### src/rtl/control_sequencer_if.sv
// Instruction-memory req/ack handshake between control_sequencer and its fetch port.
// The sequencer uses the master modport; the memory side uses the slave modport.
interface control_sequencer_if #(
    parameter int INSTR_W = 16
);
    logic               imem_req;
    logic               imem_ack;
    logic [INSTR_W-1:0] imem_data;

    modport master (output imem_req, input imem_ack, input imem_data);
    modport slave  (input imem_req, output imem_ack, output imem_data);
endinterface

### src/rtl/control_sequencer.sv
// Fetch/decode/execute controller: fetches over the imem handshake, drives the registered control word and PC.
// Optional CU_SINGLE_STEP_EN adds a step input gating each fetch request.
module control_sequencer #(
    parameter int PC_W    = 6,
    parameter int INSTR_W = 16
) (
    input  logic                clk_main,
    input  logic                reset,
`ifdef CU_SINGLE_STEP_EN
    input  logic                step,
`endif
    control_sequencer_if.master imem,
    input  logic                Z,
    output logic [PC_W-1:0]     PC,
    output logic [3:0]          DR,
    output logic [3:0]          SA,
    output logic [3:0]          SB,
    output logic [3:0]          FS,
    output logic                MB,
    output logic                MM,
    output logic                MD,
    output logic                RW,
    output logic [INSTR_W-1:0]  const_out,
    output logic                mem_we,
    output logic                halted
);

    typedef enum logic [1:0] {FETCH, DECODE, EXEC, HALT} stateT;

    localparam logic [3:0] OP_BZ   = 4'b1011;
    localparam logic [3:0] OP_BNZ  = 4'b1100;
    localparam logic [3:0] OP_JMP  = 4'b1101;
    localparam logic [3:0] OP_HALT = 4'b1111;

    stateT              state;
    logic [INSTR_W-1:0] ir;

    logic [3:0] opField, drField, saField, sbField;
    assign opField = ir[15:12];
    assign drField = ir[11:8];
    assign saField = ir[7:4];
    assign sbField = ir[3:0];

    logic [3:0]         decFS;
    logic               decMB, decMM, decMD, decRW, decWe;
    logic [INSTR_W-1:0] decConst;

    always_comb begin
        decFS    = '0;
        decMB    = 1'b0;
        decMM    = 1'b1;
        decMD    = 1'b0;
        decRW    = 1'b0;
        decWe    = 1'b0;
        decConst = '0;
        if (!opField[3]) begin
            decFS = {1'b0, opField[2:0]};
            decRW = 1'b1;
        end else begin
            case (opField[2:0])
                3'b000: begin
                    decFS    = 4'b0010;
                    decMB    = 1'b1;
                    decConst = INSTR_W'(sbField);
                    decRW    = 1'b1;
                end
                3'b001: begin
                    decMM = 1'b0;
                    decMD = 1'b1;
                    decRW = 1'b1;
                end
                3'b010: begin
                    decMM = 1'b0;
                    decWe = 1'b1;
                end
                default: ;
            endcase
        end
    end

    // Signed cast sign-extends the 8-bit offset before truncation to PC_W.
    logic signed [7:0] brOff;
    logic [PC_W-1:0]   pcInc, brTarget, nextPc;
    assign brOff    = {drField, sbField};
    assign pcInc    = PC + PC_W'(1);
    assign brTarget = pcInc + PC_W'(brOff);

    always_comb begin
        nextPc = pcInc;
        case (opField)
            OP_BZ:   if (Z)  nextPc = brTarget;
            OP_BNZ:  if (!Z) nextPc = brTarget;
            OP_JMP:  nextPc = PC_W'({saField[1:0], sbField});
            default: ;
        endcase
    end

    logic ackTaken, reqOnEntry, reqHold;
`ifdef CU_SINGLE_STEP_EN
    assign ackTaken   = imem.imem_ack && imem.imem_req;
    assign reqOnEntry = 1'b0;
    assign reqHold    = imem.imem_req || step;
`else
    assign ackTaken   = imem.imem_ack;
    assign reqOnEntry = 1'b1;
    assign reqHold    = 1'b1;
`endif

    always_ff @(posedge clk_main) begin
        if (!reset) begin
            state         <= FETCH;
            PC            <= '0;
            ir            <= '0;
            DR            <= '0;
            SA            <= '0;
            SB            <= '0;
            FS            <= '0;
            MB            <= 1'b0;
            MM            <= 1'b0;
            MD            <= 1'b0;
            RW            <= 1'b0;
            const_out     <= '0;
            mem_we        <= 1'b0;
            halted        <= 1'b0;
            imem.imem_req <= 1'b0;
        end else begin
            case (state)
                FETCH: begin
                    if (ackTaken) begin
                        ir            <= imem.imem_data;
                        imem.imem_req <= 1'b0;
                        state         <= DECODE;
                    end else begin
                        imem.imem_req <= reqHold;
                    end
                end
                DECODE: begin
                    DR        <= drField;
                    SA        <= saField;
                    SB        <= sbField;
                    FS        <= decFS;
                    MB        <= decMB;
                    MM        <= decMM;
                    MD        <= decMD;
                    const_out <= decConst;
                    RW        <= decRW;
                    mem_we    <= decWe;
                    state     <= EXEC;
                end
                EXEC: begin
                    RW     <= 1'b0;
                    mem_we <= 1'b0;
                    if (opField == OP_HALT) begin
                        halted <= 1'b1;
                        state  <= HALT;
                    end else begin
                        PC            <= nextPc;
                        imem.imem_req <= reqOnEntry;
                        state         <= FETCH;
                    end
                end
                HALT: ;
                default: state <= FETCH;
            endcase
        end
    end

endmodule

### src/flat_wrapper.sv
// flat-port wrapper written by rule: the top's interface ports become plain ports
module control_sequencer_flat 
#(
    parameter int PC_W    = 6,
    parameter int INSTR_W = 16
)
  (clk_main, reset, Z, PC, DR, SA, SB, FS, MB, MM, MD, RW, const_out, mem_we, halted, imem_imem_req, imem_imem_ack, imem_imem_data);
  control_sequencer_if #(.INSTR_W(INSTR_W)) imem_i ();
  input  logic clk_main;
  input  logic reset;
  input  logic Z;
  output logic [PC_W-1:0] PC;
  output logic [3:0] DR;
  output logic [3:0] SA;
  output logic [3:0] SB;
  output logic [3:0] FS;
  output logic MB;
  output logic MM;
  output logic MD;
  output logic RW;
  output logic [INSTR_W-1:0] const_out;
  output logic mem_we;
  output logic halted;
  output wire logic [$bits(imem_i.imem_req)-1:0] imem_imem_req;
  input wire logic [$bits(imem_i.imem_ack)-1:0] imem_imem_ack;
  input wire logic [$bits(imem_i.imem_data)-1:0] imem_imem_data;
  assign imem_imem_req = imem_i.imem_req;
  assign imem_i.imem_ack = imem_imem_ack;
  assign imem_i.imem_data = imem_imem_data;
  control_sequencer #(.PC_W(PC_W), .INSTR_W(INSTR_W)) u_core (.clk_main(clk_main), .reset(reset), .imem(imem_i), .Z(Z), .PC(PC), .DR(DR), .SA(SA), .SB(SB), .FS(FS), .MB(MB), .MM(MM), .MD(MD), .RW(RW), .const_out(const_out), .mem_we(mem_we), .halted(halted));
endmodule
### config.mk
export PLATFORM = sky130hd
export DESIGN_NAME = control_sequencer_flat
export DESIGN_NICKNAME = d
export VERILOG_FILES = /design/src/rtl/control_sequencer_if.sv /design/src/rtl/control_sequencer.sv /design/src/flat_wrapper.sv
export SDC_FILE = /design/constraint.sdc
export NUM_CORES = 1
export LEC_CHECK = 0
export ABC_AREA = 1
export CORE_AREA = 2 2 73 75
export CTS_BUF_LIST = sky130_fd_sc_hd__clkbuf_8
export DETAILED_ROUTE_END_ITERATION = 16
export DIE_AREA = 0 0 75 77
export GPL_TIMING_DRIVEN = 0
export PLACE_DENSITY = 0.85
export REMOVE_ABC_BUFFERS = 1
export SYNTH_ARGS = -nofsm -noshare
export SYNTH_HDL_FRONTEND = slang
export SYNTH_SLANG_ARGS = --single-unit
### constraint.sdc
create_clock -name clk_main -period 2.3 [get_ports clk_main]
set_input_delay 0.46 -clock clk_main [delete_from_list [all_inputs] [get_ports clk_main]]
set_output_delay 0.46 -clock clk_main [all_outputs]
set_load 0.02 [all_outputs]
# Word level (Yosys, flattened, before mapping)
# Cells that the tools add are included.
# Widths: inputs -> output; s select.
classes:
  n_eq_ne: 10
  addsub: 2
  bitwise: 1
  mux: 25
  reduce_logical: 12
ops:
  columns: ["cell", "count"]
  rows:
  - ["$pmux 6 s3", 1]
  - ["$eq 4x4->1 const B", 4]
  - ["$mux 16", 1]
  - ["$mux 1", 12]
  - ["$mux 6", 2]
  - ["$reduce_and 2->1", 5]
  - ["$mux 4", 2]
  - ["$add 6x1->6 const B", 1]
  - ["$add 6x6->6", 1]
  - ["$mux 2", 3]
  - ["$pmux 1 s2", 3]
  - ["$pmux 2 s3", 1]
  - ["$ne 2x2->1 const B", 2]
  - ["$reduce_bool 2->1", 2]
  - ["$reduce_or 2->1", 2]
  - ["$eq 3x1->1 const B", 1]
  - ["$eq 3x2->1 const B", 1]
  - ["$logic_not 3->1", 1]
  - ["$reduce_bool 3->1", 1]
  - ["$eq 2x1->1 const B", 1]
  - ["$eq 2x2->1 const B", 1]
  - ["$logic_not 2->1", 1]
  - ["$not 1->1", 1]
totals:
  in_bits: 20
  reg_bits: 63
  output_inout_bits: 45

# Depth between registers and ports, before layout
logic_depth:
  ltp_word: 5
  mapped_depth: 14
  ltp_nobuf: 14

# Least setup slack after synthesis
# No wires, ideal clock.
synth_timing:
  path_kind: "register -> register"
  from: "reg u_core.PC[1]"
  to: "reg u_core.PC[5]"
  synth_period_minus_slack_ns: 1.933
  setup_slack_ns: 0.367
  t_arrival_ns: 1.824
  setup_time_ns: 0.109
  stages_incl_launch_ff: 14
  t_required_ns: 2.191
  cell_sequence: "dfxtp_1 ha_1 nand3_1 xnor2_1 ha_1 nand2_1 inv_1 nand4_1 nand3_1 nand3_1 nand3_1 nand3_1 nand2_1 inv_1"
synth_between:
  elab_chain_len: 4
  elab_cells_between_ends: 5
  classes_between: "2 x add/sub; 3 x mux"
synth_lines:
  columns: ["item", "line_no", "text"]
  rows:
  - ["start: declaration", "control_sequencer.sv:14", "output logic [PC_W-1:0] PC,"]
  - ["start signal: assignment", "control_sequencer.sv:157", "PC <= nextPc;"]
  - ["$add 6x1->6 *", "control_sequencer.sv:85", "assign pcInc = PC + PC_W'(1);"]
  - ["$add 6x6->6", "control_sequencer.sv:86", "assign brTarget = pcInc + PC_W'(brOff);"]
  - ["$mux 6, on equally long branches", "control_sequencer.sv:92, control_sequencer.sv:91", null]
  - ["$pmux 6 s3 *", "control_sequencer.sv:90", "case (opField)"]
# Every way passes the cells marked *; elsewhere a longest branch is shown, timed or not.
# A chain may end at the register's enable or synchronous reset.

# Worst setup path in the final report
layout_timing:
  from: "reg u_core.PC[0]"
  to: "reg u_core.PC[3]"
# The elaborated chain is that of the path after synthesis.

==> results.json <==
{
  "status": "completed",
  "overflow": 0,
  "cts.clk_slew.worst_paths_ns": 0.09,
  "clock_sinks": 50,
  "cts_max_path_buffers": 2,
  "yosys-top-cells-count": "nand2_1, dfxtp_1, nor2_1",
  "synthCells": 326,
  "crit_type": "reg2reg",
  "synthArstFlopShare": 0,
  "grt_start_max_net_pins": 32,
  "synth_top_cell_by_area": "dfxtp_1",
  "gp_congestion": 0.913,
  "finalMaxSlewViolations": 0,
  "ys_types": 29,
  "setup_slack_ns": 0.296,
  "p_per_area_mw_per_mm2": 701,
  "grt_setup_unrepaired": "no",
  "seq_area_mm2": 0.00100,
  "leakagePower_nw": 1.22,
  "cts_setup_buffers": 0,
  "core_mm2": 0.00498,
  "ios": 65,
  "hold_buffers": 0,
  "min_period_over_period": 0.871,
  "port_buffers": 51,
  "ant_nets": 0,
  "finalSetupViolCount": 0,
  "tightest_slew_ns": 0.903,
  "syn_to_final_growth_pct": 24.7,
  "grt_pass1_wl_um": 9120,
  "synth.most_common_cell": "nand2_1",
  "grt_antenna_before_repair": 0,
  "drtIter0Drc": 96,
  "die_area_mm2": 0.00578,
  "worstPathArrival_ns": 2.20,
  "grt_use_total": 0.200,
  "synth_edf_count": 0,
  "fmax_mhz": 499,
  "netlist_top_cells_area": "dfxtp_1, nand2_1, a21oi_1",
  "dp_slack_ns": -0.228,
  "synth_seq_area_share": 0.417,
  "cts_max_level": 2,
  "cp.required_ns": 2.49,
  "holdCritPathClass": "reg2reg",
  "viasPerCell": 4.99,
  "finalPower_w": 0.00210,
  "skew_ns": 0.00299,
  "clkLatencyLatePin_ns": 0.30,
  "dr_total_vias": 2201,
  "hold_viol": 0,
  "fin_crit_ns": 2.00,
  "cap_violations": 0,
  "cts_inserted_buffers": 5,
  "cts_resized": 0,
  "dieHeight_um": 77,
  "drive_above_1_share": 0.0458,
  "cts_tree": "built",
  "yosysWarnings": 0,
  "syn-cell-area_mm2": 0.00240,
  "avgSynthCellArea_um2": 7.37,
  "final_nets": 401,
  "setup.worst_path.start_class": "flop",
  "drc": 0,
  "core.rowCount": 26,
  "slew_headroom": 0.397,
  "die_w_um": 75,
  "start_util": 0.483,
  "wl_per_cell_um": 12.1,
  "fillerInstances": 471,
  "grt_pass1_vias": 2073,
  "drt_pass1_iterations": 4,
  "wirelength_um": 5320,
  "worstSetupEndpointType": "flop",
  "multi_input_area_mm2": 0.00120,
  "peakVddDrop_mv": 0.550,
  "synth_seq_cells": 50,
  "worst-path-max-fanout": 5,
  "synth_top_area_share": 0.417,
  "synth_flop_cell": "dfxtp_1",
  "place_hpwl_um": 3850,
  "antenna_cells": 0,
  "cts_root_buffer": "clkbuf_8"
}
-- final cells by class --
type	count	share of cell area
tap	70	0.0292
multi-input combinational	234	0.400
clock buffer	6	0.0276
timing repair buffer	51	0.171
sequential	50	0.334
clock inverter	2	0.00292
inverter	28	0.0351
-- flip-flops by register name, indices dropped and copies added (netlist names), 2 cells and up --
signal / flops
u_core.DR: 4
u_core.FS: 3
u_core.PC: 6
u_core.SA: 4
u_core.SB: 4
u_core.const_out: 4
u_core.ir: 16
u_core.state: 2
-- layer usage --
layer / global-route usage / vias up / part of all wire
met5: 0 / - / 0
met3: 0.0394 / 6 / 0.055
met1: 0.261 / 1001 / 0.45
li1: - / 1133 / -
met2: 0.329 / 61 / 0.48
met4: 0.0589 / 0 / 0.012
-- cell usage in the layout (no fill, tap or decap), types with 3 or more instances in the layout --
| cell type | netlist | layout |
|---|---|---|
| inv_2 | 3 | 3 |
| nor2_1 | 42 | 42 |
| ha_1 | 10 | 9 |
| a21oi_1 | 37 | 37 |
| clkbuf_8 | 0 | 6 |
| xnor2_1 | 3 | 3 |
| nand3_1 | 21 | 21 |
| a31oi_1 | 4 | 4 |
| inv_1 | 24 | 25 |
| conb_1 | 1 | 13 |
| nand2_1 | 52 | 51 |
| clkdlybuf4s50_1 | 0 | 50 |
| dfxtp_1 | 50 | 50 |
| o21ai_0 | 32 | 32 |
| nand4_1 | 3 | 3 |
-- metrics by stage --
step | cell area (um2) | instances | TNS [ns] | utilization | hold WS [ns]
global route | 3000 | 441 | 0 | 0.602 | 0.486
floorplan | 2300 | 312 | 0 | - | 0.456
CTS | 2990 | 441 | 0 | 0.601 | 0.463
global placement | 2900 | 433 | -2.03 | 0.582 | 0.441
finish | 3000 | 441 | 0 | 0.602 | 0.460
detailed placement | 2900 | 433 | -2.08 | 0.582 | 0.446
-- worst max-delay path, cell delays in order, from the launching register on --
cell and delay (ns):
dfxtp_1 0.43, ha_1 0.22, xor2_1 0.21, ha_1 0.32, nand2_1 0.09, nand2_1 0.06, nor2_1 0.14, xor2_1 0.16
nor2_1 0.05, a21oi_1 0.14, a21oi_1 0.08
-- kinds of logic after synthesis --
kind of cell,Yosys count,synth area share
and+or+nand+nor,126,0.227
AOI/OAI and AO/OA,79,0.171
buffers and inverters,54,0.105
DFF,50,0.417
adders and majority gates,11,0.0604
xor gates and xnor gates,5,0.0182
other,1,0.00156
-- power by group --
group          switching (W)  internal, W
combinational       0.000329     0.000222
clock               0.000280     0.000239
sequential         0.0000752     0.000956
total               0.000684      0.00142
-- worst paths after layout --
path	start	to	slack (ns)	depth (start not counted)
max	u_core.PC[0]	u_core.PC[3]	0.30	10
min	u_core.halted	u_core.halted	0.46	2
max reg2reg	u_core.PC[0]	u_core.PC[3]	0.30	10
min reg2reg	u_core.halted	u_core.halted	0.46	2
(Power assumes the default switching activity.)
